### config.mk
export PLATFORM = sky130hd
export DESIGN_NAME = dvi_timing_gen
export DESIGN_NICKNAME = d
export VERILOG_FILES = /design/src/rtl/dvi_timing_gen.sv
export SDC_FILE = /design/constraint.sdc
export NUM_CORES = 1
export LEC_CHECK = 0
export ABC_AREA = 1
export CELL_PAD_IN_SITES_DETAIL_PLACEMENT = 1
export CELL_PAD_IN_SITES_GLOBAL_PLACEMENT = 1
export CORE_UTILIZATION = 35
export CTS_BUF_LIST = sky130_fd_sc_hd__clkbuf_4 sky130_fd_sc_hd__clkbuf_8 sky130_fd_sc_hd__clkbuf_16
export DETAILED_ROUTE_END_ITERATION = 10
export PLACE_DENSITY = 0.82
export SLEW_MARGIN = 30
export SYNTH_ARGS = -nofsm -noshare
export SYNTH_HDL_FRONTEND = slang
export SYNTH_SLANG_ARGS = --single-unit
### constraint.sdc
create_clock -name clk_i -period 4.1 [get_ports clk_i]
set_clock_uncertainty 0.1 [all_clocks]
set_input_delay 0.615 -clock clk_i [delete_from_list [all_inputs] [get_ports clk_i]]
set_output_delay 0.615 -clock clk_i [all_outputs]
set_load 0.02 [all_outputs]
### src/rtl/dvi_timing_gen.sv
// Raster timing generator for the DVI pipeline.
// Free-running x/y pixel coordinates feed the pixel generator. The matching
// hsync/vsync/de/frame_start are delayed by PIPE_DLY enabled clocks so that
// they line up with the colour the pixel generator returns for that coordinate.

package dvi_pkg;
    // Coordinate widths shared with the pixel generator.
    localparam int X_POS_W = 10;
    localparam int Y_POS_W = 10;

    // Sync bundle, carried at output polarity.
    typedef struct packed {
        logic hsync;
        logic vsync;
        logic de;
        logic fs;
    } sync_t;
endpackage

module dvi_timing_gen
    import dvi_pkg::*;
#(
    parameter int H_ACTIVE   = 640,
    parameter int H_FP       = 16,
    parameter int H_SYNC     = 96,
    parameter int H_BP       = 48,
    parameter int V_ACTIVE   = 480,
    parameter int V_FP       = 10,
    parameter int V_SYNC     = 2,
    parameter int V_BP       = 33,
    parameter bit H_SYNC_POL = 1'b0,
    parameter bit V_SYNC_POL = 1'b0,
    parameter int PIPE_DLY   = 2
) (
    input  logic               clk_i,
    input  logic               rst_ni,
    input  logic               en_i,
    output logic [X_POS_W-1:0] x_o,
    output logic [Y_POS_W-1:0] y_o,
    output logic               hsync_o,
    output logic               vsync_o,
    output logic               de_o,
    output logic               frame_start_o
);

    localparam int H_TOTAL  = H_ACTIVE + H_FP + H_SYNC + H_BP;
    localparam int V_TOTAL  = V_ACTIVE + V_FP + V_SYNC + V_BP;
    localparam int HS_START = H_ACTIVE + H_FP;
    localparam int HS_END   = HS_START + H_SYNC;
    localparam int VS_START = V_ACTIVE + V_FP;
    localparam int VS_END   = VS_START + V_SYNC;

    localparam logic [X_POS_W-1:0] X_LAST = X_POS_W'(H_TOTAL - 1);
    localparam logic [Y_POS_W-1:0] Y_LAST = Y_POS_W'(V_TOTAL - 1);

    // Inactive levels: what reset presents and what fills the delay line.
    localparam sync_t SYNC_IDLE = '{hsync: ~H_SYNC_POL, vsync: ~V_SYNC_POL, de: 1'b0, fs: 1'b0};

    // Refuse to build a raster the coordinate ports cannot represent.
    if (H_TOTAL - 1 >= (1 << X_POS_W)) begin : g_chk_x_w
        $error("dvi_timing_gen: H_TOTAL-1 does not fit in X_POS_W");
    end
    if (V_TOTAL - 1 >= (1 << Y_POS_W)) begin : g_chk_y_w
        $error("dvi_timing_gen: V_TOTAL-1 does not fit in Y_POS_W");
    end
    if (PIPE_DLY < 0 || PIPE_DLY > 15) begin : g_chk_dly
        $error("dvi_timing_gen: PIPE_DLY must be in 0..15");
    end

    logic [X_POS_W-1:0] x_q;
    logic [Y_POS_W-1:0] y_q;
    sync_t              sync_cur;
    sync_t              sync_out;

    // Raster counters: x sweeps the line, y advances when x wraps.
    always_ff @(posedge clk_i or negedge rst_ni) begin
        if (!rst_ni) begin
            x_q <= '0;
            y_q <= '0;
        end else if (en_i) begin
            // NOTE: non-blocking assignments so every flop samples pre-edge values.
            if (x_q == X_LAST) begin
                x_q <= '0;
                y_q <= (y_q == Y_LAST) ? '0 : y_q + 1'b1;
            end else begin
                x_q <= x_q + 1'b1;
            end
        end
    end

    // Decode sync/de/frame-start for the current coordinate at output polarity.
    always_comb begin
        // NOTE: defaults first so every path assigns sync_cur and no latch is inferred.
        sync_cur = SYNC_IDLE;
        if (int'(x_q) >= HS_START && int'(x_q) < HS_END) begin
            sync_cur.hsync = H_SYNC_POL;
        end
        if (int'(y_q) >= VS_START && int'(y_q) < VS_END) begin
            sync_cur.vsync = V_SYNC_POL;
        end
        sync_cur.de = (int'(x_q) < H_ACTIVE) && (int'(y_q) < V_ACTIVE);
        sync_cur.fs = (x_q == '0) && (y_q == '0);
    end

    if (PIPE_DLY == 0) begin : g_no_dly
        // No delay line: decoded straight from the counters, forced idle in reset
        // because the reset coordinate (0,0) would otherwise decode as active.
        assign sync_out = rst_ni ? sync_cur : SYNC_IDLE;
    end else begin : g_dly
        sync_t pipe_q [PIPE_DLY];

        // Delay line: shifts on enabled clocks only, so it freezes with the counters.
        always_ff @(posedge clk_i or negedge rst_ni) begin
            if (!rst_ni) begin
                // NOTE: this is a handful of flops, not RAM, so every stage is reset
                // to idle; that is what keeps the first PIPE_DLY outputs pulse-free.
                for (int i = 0; i < PIPE_DLY; i++) begin
                    pipe_q[i] <= SYNC_IDLE;
                end
            end else if (en_i) begin
                pipe_q[0] <= sync_cur;
                for (int i = 1; i < PIPE_DLY; i++) begin
                    pipe_q[i] <= pipe_q[i-1];
                end
            end
        end

        assign sync_out = pipe_q[PIPE_DLY-1];
    end

    assign x_o           = x_q;
    assign y_o           = y_q;
    assign hsync_o       = sync_out.hsync;
    assign vsync_o       = sync_out.vsync;
    assign de_o          = sync_out.de;
    assign frame_start_o = sync_out.fs;

endmodule
==> results of run 1 <==
-- metal layers --
layer	track usage [%]	vias to the layer above
met5	0	-
met4	5.36	0
met3	2.47	2
met2	30.8	24
met1	25.2	689
li1	-	689
-- kinds of logic (layout without fill, tap and decap cells) --
family	after synthesis	in the layout	share of synthesized area, %
simple gates	102	102	30.9
buf+inv	36	65	8.85
flops	28	28	45.0
compound gates	21	21	6.86
xor+xnor	8	8	4.47
fa+ha+maj	5	5	3.99
-- per-stage QoR --
step / power (mW) / utilization [%] / area [um^2] / worst slack (ns)
floorplan: 0.629 / - / 1570 / 2.56
global placement: 0.793 / 45.6 / 1890 / 1.70
detailed placement: 0.801 / 45.6 / 1890 / 1.65
CTS: 0.966 / 46.8 / 1940 / 1.92
global route: 1.03 / 46.8 / 1940 / 1.82
finish: 0.957 / 46.8 / 1940 / 1.91
-- cell usage in the layout, fill, tap and decap left out, types with 2 or more instances in the layout --
cell	count
nor4_1	2
nor3_1	6
nor2_1	13
dfstp_2	4
clkbuf_8	3
a21oi_1	5
nand4_1	5
nand3_1	12
clkdlybuf4s50_1	26
nand2_1	53
nand3b_1	2
dfrtp_1	24
xor2_1	7
inv_2	3
inv_1	29
ha_1	5
nor2_2	2
o21ai_1	3
o21ai_0	12
nor2_4	2
-- final cells by class --
class,count,share of cell area (%)
multi-input combinational,136,37.4
sequential,28,36.4
timing repair buffer,27,13.8
inverter,34,6.71
tap,50,3.23
clock buffer,4,2.52
-- final timing paths --
check                           cells after the start    start  slack [ns]      end
worst min register to register                      2  hsync_o        0.37  hsync_o
min in group asynchronous                           2   rst_ni        0.63   x_o[9]
worst max-delay path                                7     en_i        1.91   x_o[9]
max in group asynchronous                           2   rst_ni        2.96  vsync_o
worst max register to register                      9   y_o[0]        2.34   y_o[0]
worst min-delay path                                2  hsync_o        0.37  hsync_o
-- power breakdown --
group	switching (mW)	internal, mW	total [mW]	leakage (nW)
clock	0.0867	0.0763	0.163	0.0262
sequential	0.0824	0.334	0.416	0.330
combinational	0.219	0.159	0.378	0.570
-- sequential cells by signal, summed over array words and instances (netlist names) --
signal         count
frame_start_o      1
g_dly.pipe_q       4
de_o               1
vsync_o            1
x_o               10
y_o               10
hsync_o            1
-- critical path, cell delays in order --
cell and delay, ns:
clkdlybuf4s50_1 0.79, inv_2 0.22, nor3_2 0.24, nand2_1 0.14, o21ai_1 0.15, nand2_1 0.06, nor2_1 0.08
==> metrics.yaml, run 1 <==
synthesis:
  synth_cell_types: 29
  async_reset_ff_share_pct: 100
  synth_area_um2: 1570
  synth_top_area_cell: "dfrtp_1"
  synth_fp_nets: 208
  yosys_warnings: 0
  synth_edf_count: 0
  synth.top_cell.area_share_pct: 38.3
  synthTopCellsByArea: "dfrtp_1 38%, nand2_1 13%, inv_1 6.9%"
  synth-seq-cells: 28
  syn_inst: 200
  yosysSeqAreaShare_pct: 45.0
  synth.avg_cell_area_um2: 7.85
  yosysMostFrequentCell: "nand2_1"
  synth_top_flop_cell: "dfrtp_1"
  synth_common_cells: "53 x nand2_1, 29 x inv_1, 24 x dfrtp_1"
routing:
  wl_per_cell_um: 13.6
  firstDrtPassIters: 4
  ant_nets: 0
  dr_wl_met2_um: 1780
  dr.first_iter.drc_count: 74
  top_layer: "met4"
  drt-met1-wl_um: 1860
  drc: 0
  detailroute.via_count: 1404
  wl_um: 3800
  via_per_inst: 5.03
  route.met3.wl_um: 118
sta:
  finalHoldWorstSlack_ns: 0.371
  rsz0062_at_grt: "false"
  hold_viol_final: 0
  worst-slew-pin-transition_ns: 0.514
  post-route-period-util_pct: 53.3
  slew_violations: 0
  relSlewSlack_pct: 65.6
  period_minus_slack_ns: 2.19
  max_freq_ghz: 0.458
  tns_ns: 0
  setup_viol: 0
cells_and_area:
  multi_input_area_um2: 724
  diodes: 0
  drive_gt1_share_pct: 9.61
  num-fill-cells: 547
  final_cells: 279
  synthToLayoutAreaGrowth_pct: 23.6
  finalNetCount: 238
  seqCellArea_um2: 706
cts:
  cts_tree: "done"
  cts_setup_buffers: 0
  holdBufCountCts: 0
  clkLatencyLatePin_ns: 0.27
  numCtsBuffers: 3
  clk_path_buf_depth: 2
  htree_levels: 1
  clkTransAtPathRegs_ns: 0.10
  ctsRootBufferMaster: "clkbuf_8"
  cts_resized: 0
  clkSinkCount: 28
worst_setup_path:
  crit_fanout: 15
  crit_type: "in2reg"
  worstPathArrival_ns: 2.30
  start_kind: "input pin"
  critical_path.endpoint_type: "flop"
  cp.required_ns: 4.22
place:
  dp.cells: 275
  hpwlAfterDp_um: 2910
  place_congestion: 0.856
  io_buffers: 26
global_routing:
  grt_pass1_vias: 1323
  grt_pass1_wl_um: 6460
  grt_antenna_before_repair: 0
  grt_max_degree: 29
  gr-usage-all-layers_pct: 18.6
  grt_overflow_total: 0
floorplanning:
  die_h_um: 69.0
  die_w_um: 69.0
  std_cell_rows: 23
  coreArea_um2: 4140
  die-area_um2: 4750
  ios: 27
  initial_utilization_pct: 37.9
outcome:
  status: "complete, no violations"
power_and_ir_drop:
  ir_drop_mv: 0.245
  leakage_nw: 0.926
  powerDensity_nw_per_um2: 494
worst_hold_path:
  hp-class: "reg2reg"
flow_run:
  cap_violations: 0
No activity file was read; power rests on OpenSTA's default activity.
==> inputs of run 2 (changes only) <==
Settings changed: CORE_UTILIZATION 35 to 34, PLACE_DENSITY 0.82 to 0.83.
Clock period 4.1 ns to 1.9 ns, I/O delays scaled along.
==> run 2 against run 1 <==
  * Register-to-register slack got worse by 2.2 ns
  * Cell area is 2.5% higher
  * Critical endpoint is now y_o[2]
  * Combinational power grew 120%
  * Largest cell class unchanged
  * Die area increased by 2.8%
  * First-iteration DRC count is 1.4% lower
==> metrics.yaml, run 2 (synthesized netlist as in run 1, its figures left out) <==
global_routing:
  grt_antenna_before_repair: 0  # unchanged
  grt_pass1_vias: 1300  # -1.7%
  grt_pass1_wl_um: 6420  # -0.63%
  grt_max_degree: 29  # unchanged
  gr-usage-all-layers_pct: 16.9  # -1.8 points
  grt_overflow_total: 0  # unchanged
sta:
  fin_ws_ns: 0.0792  # -1.83 ns
  hold_viol_final: 0  # unchanged
  rsz0062_at_grt: "false"
  slew_violations: 0  # unchanged
  relSlewSlack_pct: 75.7  # +10 points
  tns_ns: 0  # unchanged
  setup_viol: 0  # unchanged
  period_minus_slack_ns: 1.82
  post-route-period-util_pct: 95.8
  finalHoldWorstSlack_ns: 0.301  # -0.0706 ns
  worst-slew-pin-transition_ns: 0.365  # -0.149 ns
  max_freq_ghz: 0.549
cells_and_area:
  seqCellArea_um2: 706  # unchanged
  synthToLayoutAreaGrowth_pct: 26.6
  mostFrequentLayoutCells: "53 x nand2_1, 28 x inv_1, 26 x clkdlybuf4s50_1, 24 x dfrtp_1, 13 x nor2_1"
  multi_input_area_um2: 724  # unchanged
  fin_util_pct: 45.3  # -1.5 points
  drive_gt1_share_pct: 11.2  # +1.6 points
  layout_commonest_cell: "nand2_1"
  diodes: 0  # unchanged
  num-fill-cells: 546  # -0.18%
  finalNetCount: 241  # +1.3%
  final_cells: 284  # +1.8%
  postLayoutCellArea_um2: 1990  # +2.5%
cts:
  htree_levels: 1  # unchanged
  clkSinkCount: 28  # unchanged
  cts_resized: 0  # unchanged
  clkTransAtPathRegs_ns: 0.10  # about the same
  cts_tree: "done"
  clkLatencyLatePin_ns: 0.27  # about the same
  cts_setup_buffers: 0  # unchanged
  clk_path_buf_depth: 2  # unchanged
  holdBufCountCts: 0  # unchanged
  numCtsBuffers: 3  # unchanged
  ctsRootBufferMaster: "clkbuf_8"
routing:
  wl_per_cell_um: 13.4  # -1.4%
  drc: 0  # unchanged
  dr_wl_met2_um: 1820  # +2.2%
  dr.first_iter.drc_count: 73  # -1.4%
  top_layer: "met4"
  route.met3.wl_um: 108  # -8.5%
  via_per_inst: 4.77  # -5.2%
  wl_um: 3810  # +0.34%
  detailroute.via_count: 1355  # -3.5%
  ant_nets: 0  # unchanged
  drt-met1-wl_um: 1860  # -0.21%
  firstDrtPassIters: 5  # +1
worst_setup_path:
  path_cells: "clkdlybuf4s50_1"
  start_kind: "flop"
  crit_buf_inv: 1  # -1
  crit_cells: 1  # -6
  rrSetupSlack_ns: 0.13  # -2.21 ns
  r2r-end: "y_o[1]"
  critical_path.endpoint_type: "output port"
  cpMaxStageDelayCell: "clkdlybuf4s50_1"
  critPathTopFamily: "buffers and inverters"
  reg2regPathDepth: 9  # unchanged
  cpPeakStageDelay_ns: 0.66  # -0.13 ns
  crit_end: "y_o[2]"
  crit_type: "reg2out"
  crit_fanout: 9  # -6
  crit_start: "y_o[2]"
  cp.required_ns: 1.51  # -2.71 ns
  worstPathArrival_ns: 1.44  # -0.86 ns
  r2r_start: "y_o[0]"
place:
  pre_cts_slack_ns: 0.109  # -1.54 ns
  place_congestion: 0.871  # +1.7%
  dp.cells: 280  # +1.8%
  placed_area_um2: 1920  # +1.3%
  hpwlAfterDp_um: 2900  # -0.50%
  io_buffers: 26  # unchanged
outcome:
  status: "complete, no violations"
flow_run:
  cap_violations: 0  # unchanged
power_and_ir_drop:
  ir_drop_mv: 0.696  # +180%
  total_power_mw: 2.19  # +130%
  leakage_nw: 0.950  # +2.5%
  powerDensity_nw_per_um2: 1100  # +120%
floorplanning:
  ios: 27  # unchanged
  initial_utilization_pct: 35.8  # -2.1 points
  coreArea_um2: 4380  # +5.8%
  die_w_um: 69.9  # +1.4%
  die-area_um2: 4890  # +2.8%
  die_h_um: 69.9  # +1.4%
  std_cell_rows: 24  # +4.3%
worst_hold_path:
  hp-class: "in2async"
-- run 2: cell count changes in the layout (fill, tap and decap cells not counted), sizes merged --
cell,change
bufinv,+1
clkbuf,-1
buf,+3
-- run 2: routing by layer --
metal	vias to the layer above	GRT usage, %
met5	-	0
met4	0	4.00
met3	2	3.46
met2	20	26.5
met1	638	23.9
li1	695	-
-- run 2: where the power goes --
group,internal [mW],switching [mW],leakage [nW]
Clock,0.282,0.183,0.0357
Combinational,0.350,0.482,0.584
Sequential,0.720,0.174,0.330
Total,1.35,0.839,0.950
-- run 2: worst min path at each step --
stage	from	to	slack, ns	cells after the start
finish	rst_ni	x_o[1]	0.30	2
detailed placement	vsync_o	vsync_o	0.35	2
floorplan	rst_ni	de_o	-0.11	0
global placement	g_dly.pipe_q[7]	hsync_o	0.35	2
CTS	rst_ni	y_o[4]	0.31	2
global route	rst_ni	y_o[4]	0.33	2
-- run 2: cell type report --
cell class / instances / area share, %
clock inverter: 1 / 1.51
timing repair buffer: 30 / 14.6
multi-input combinational: 136 / 36.5
tap: 52 / 3.27
sequential: 28 / 35.5
clock buffer: 3 / 2.08
inverter: 34 / 6.55
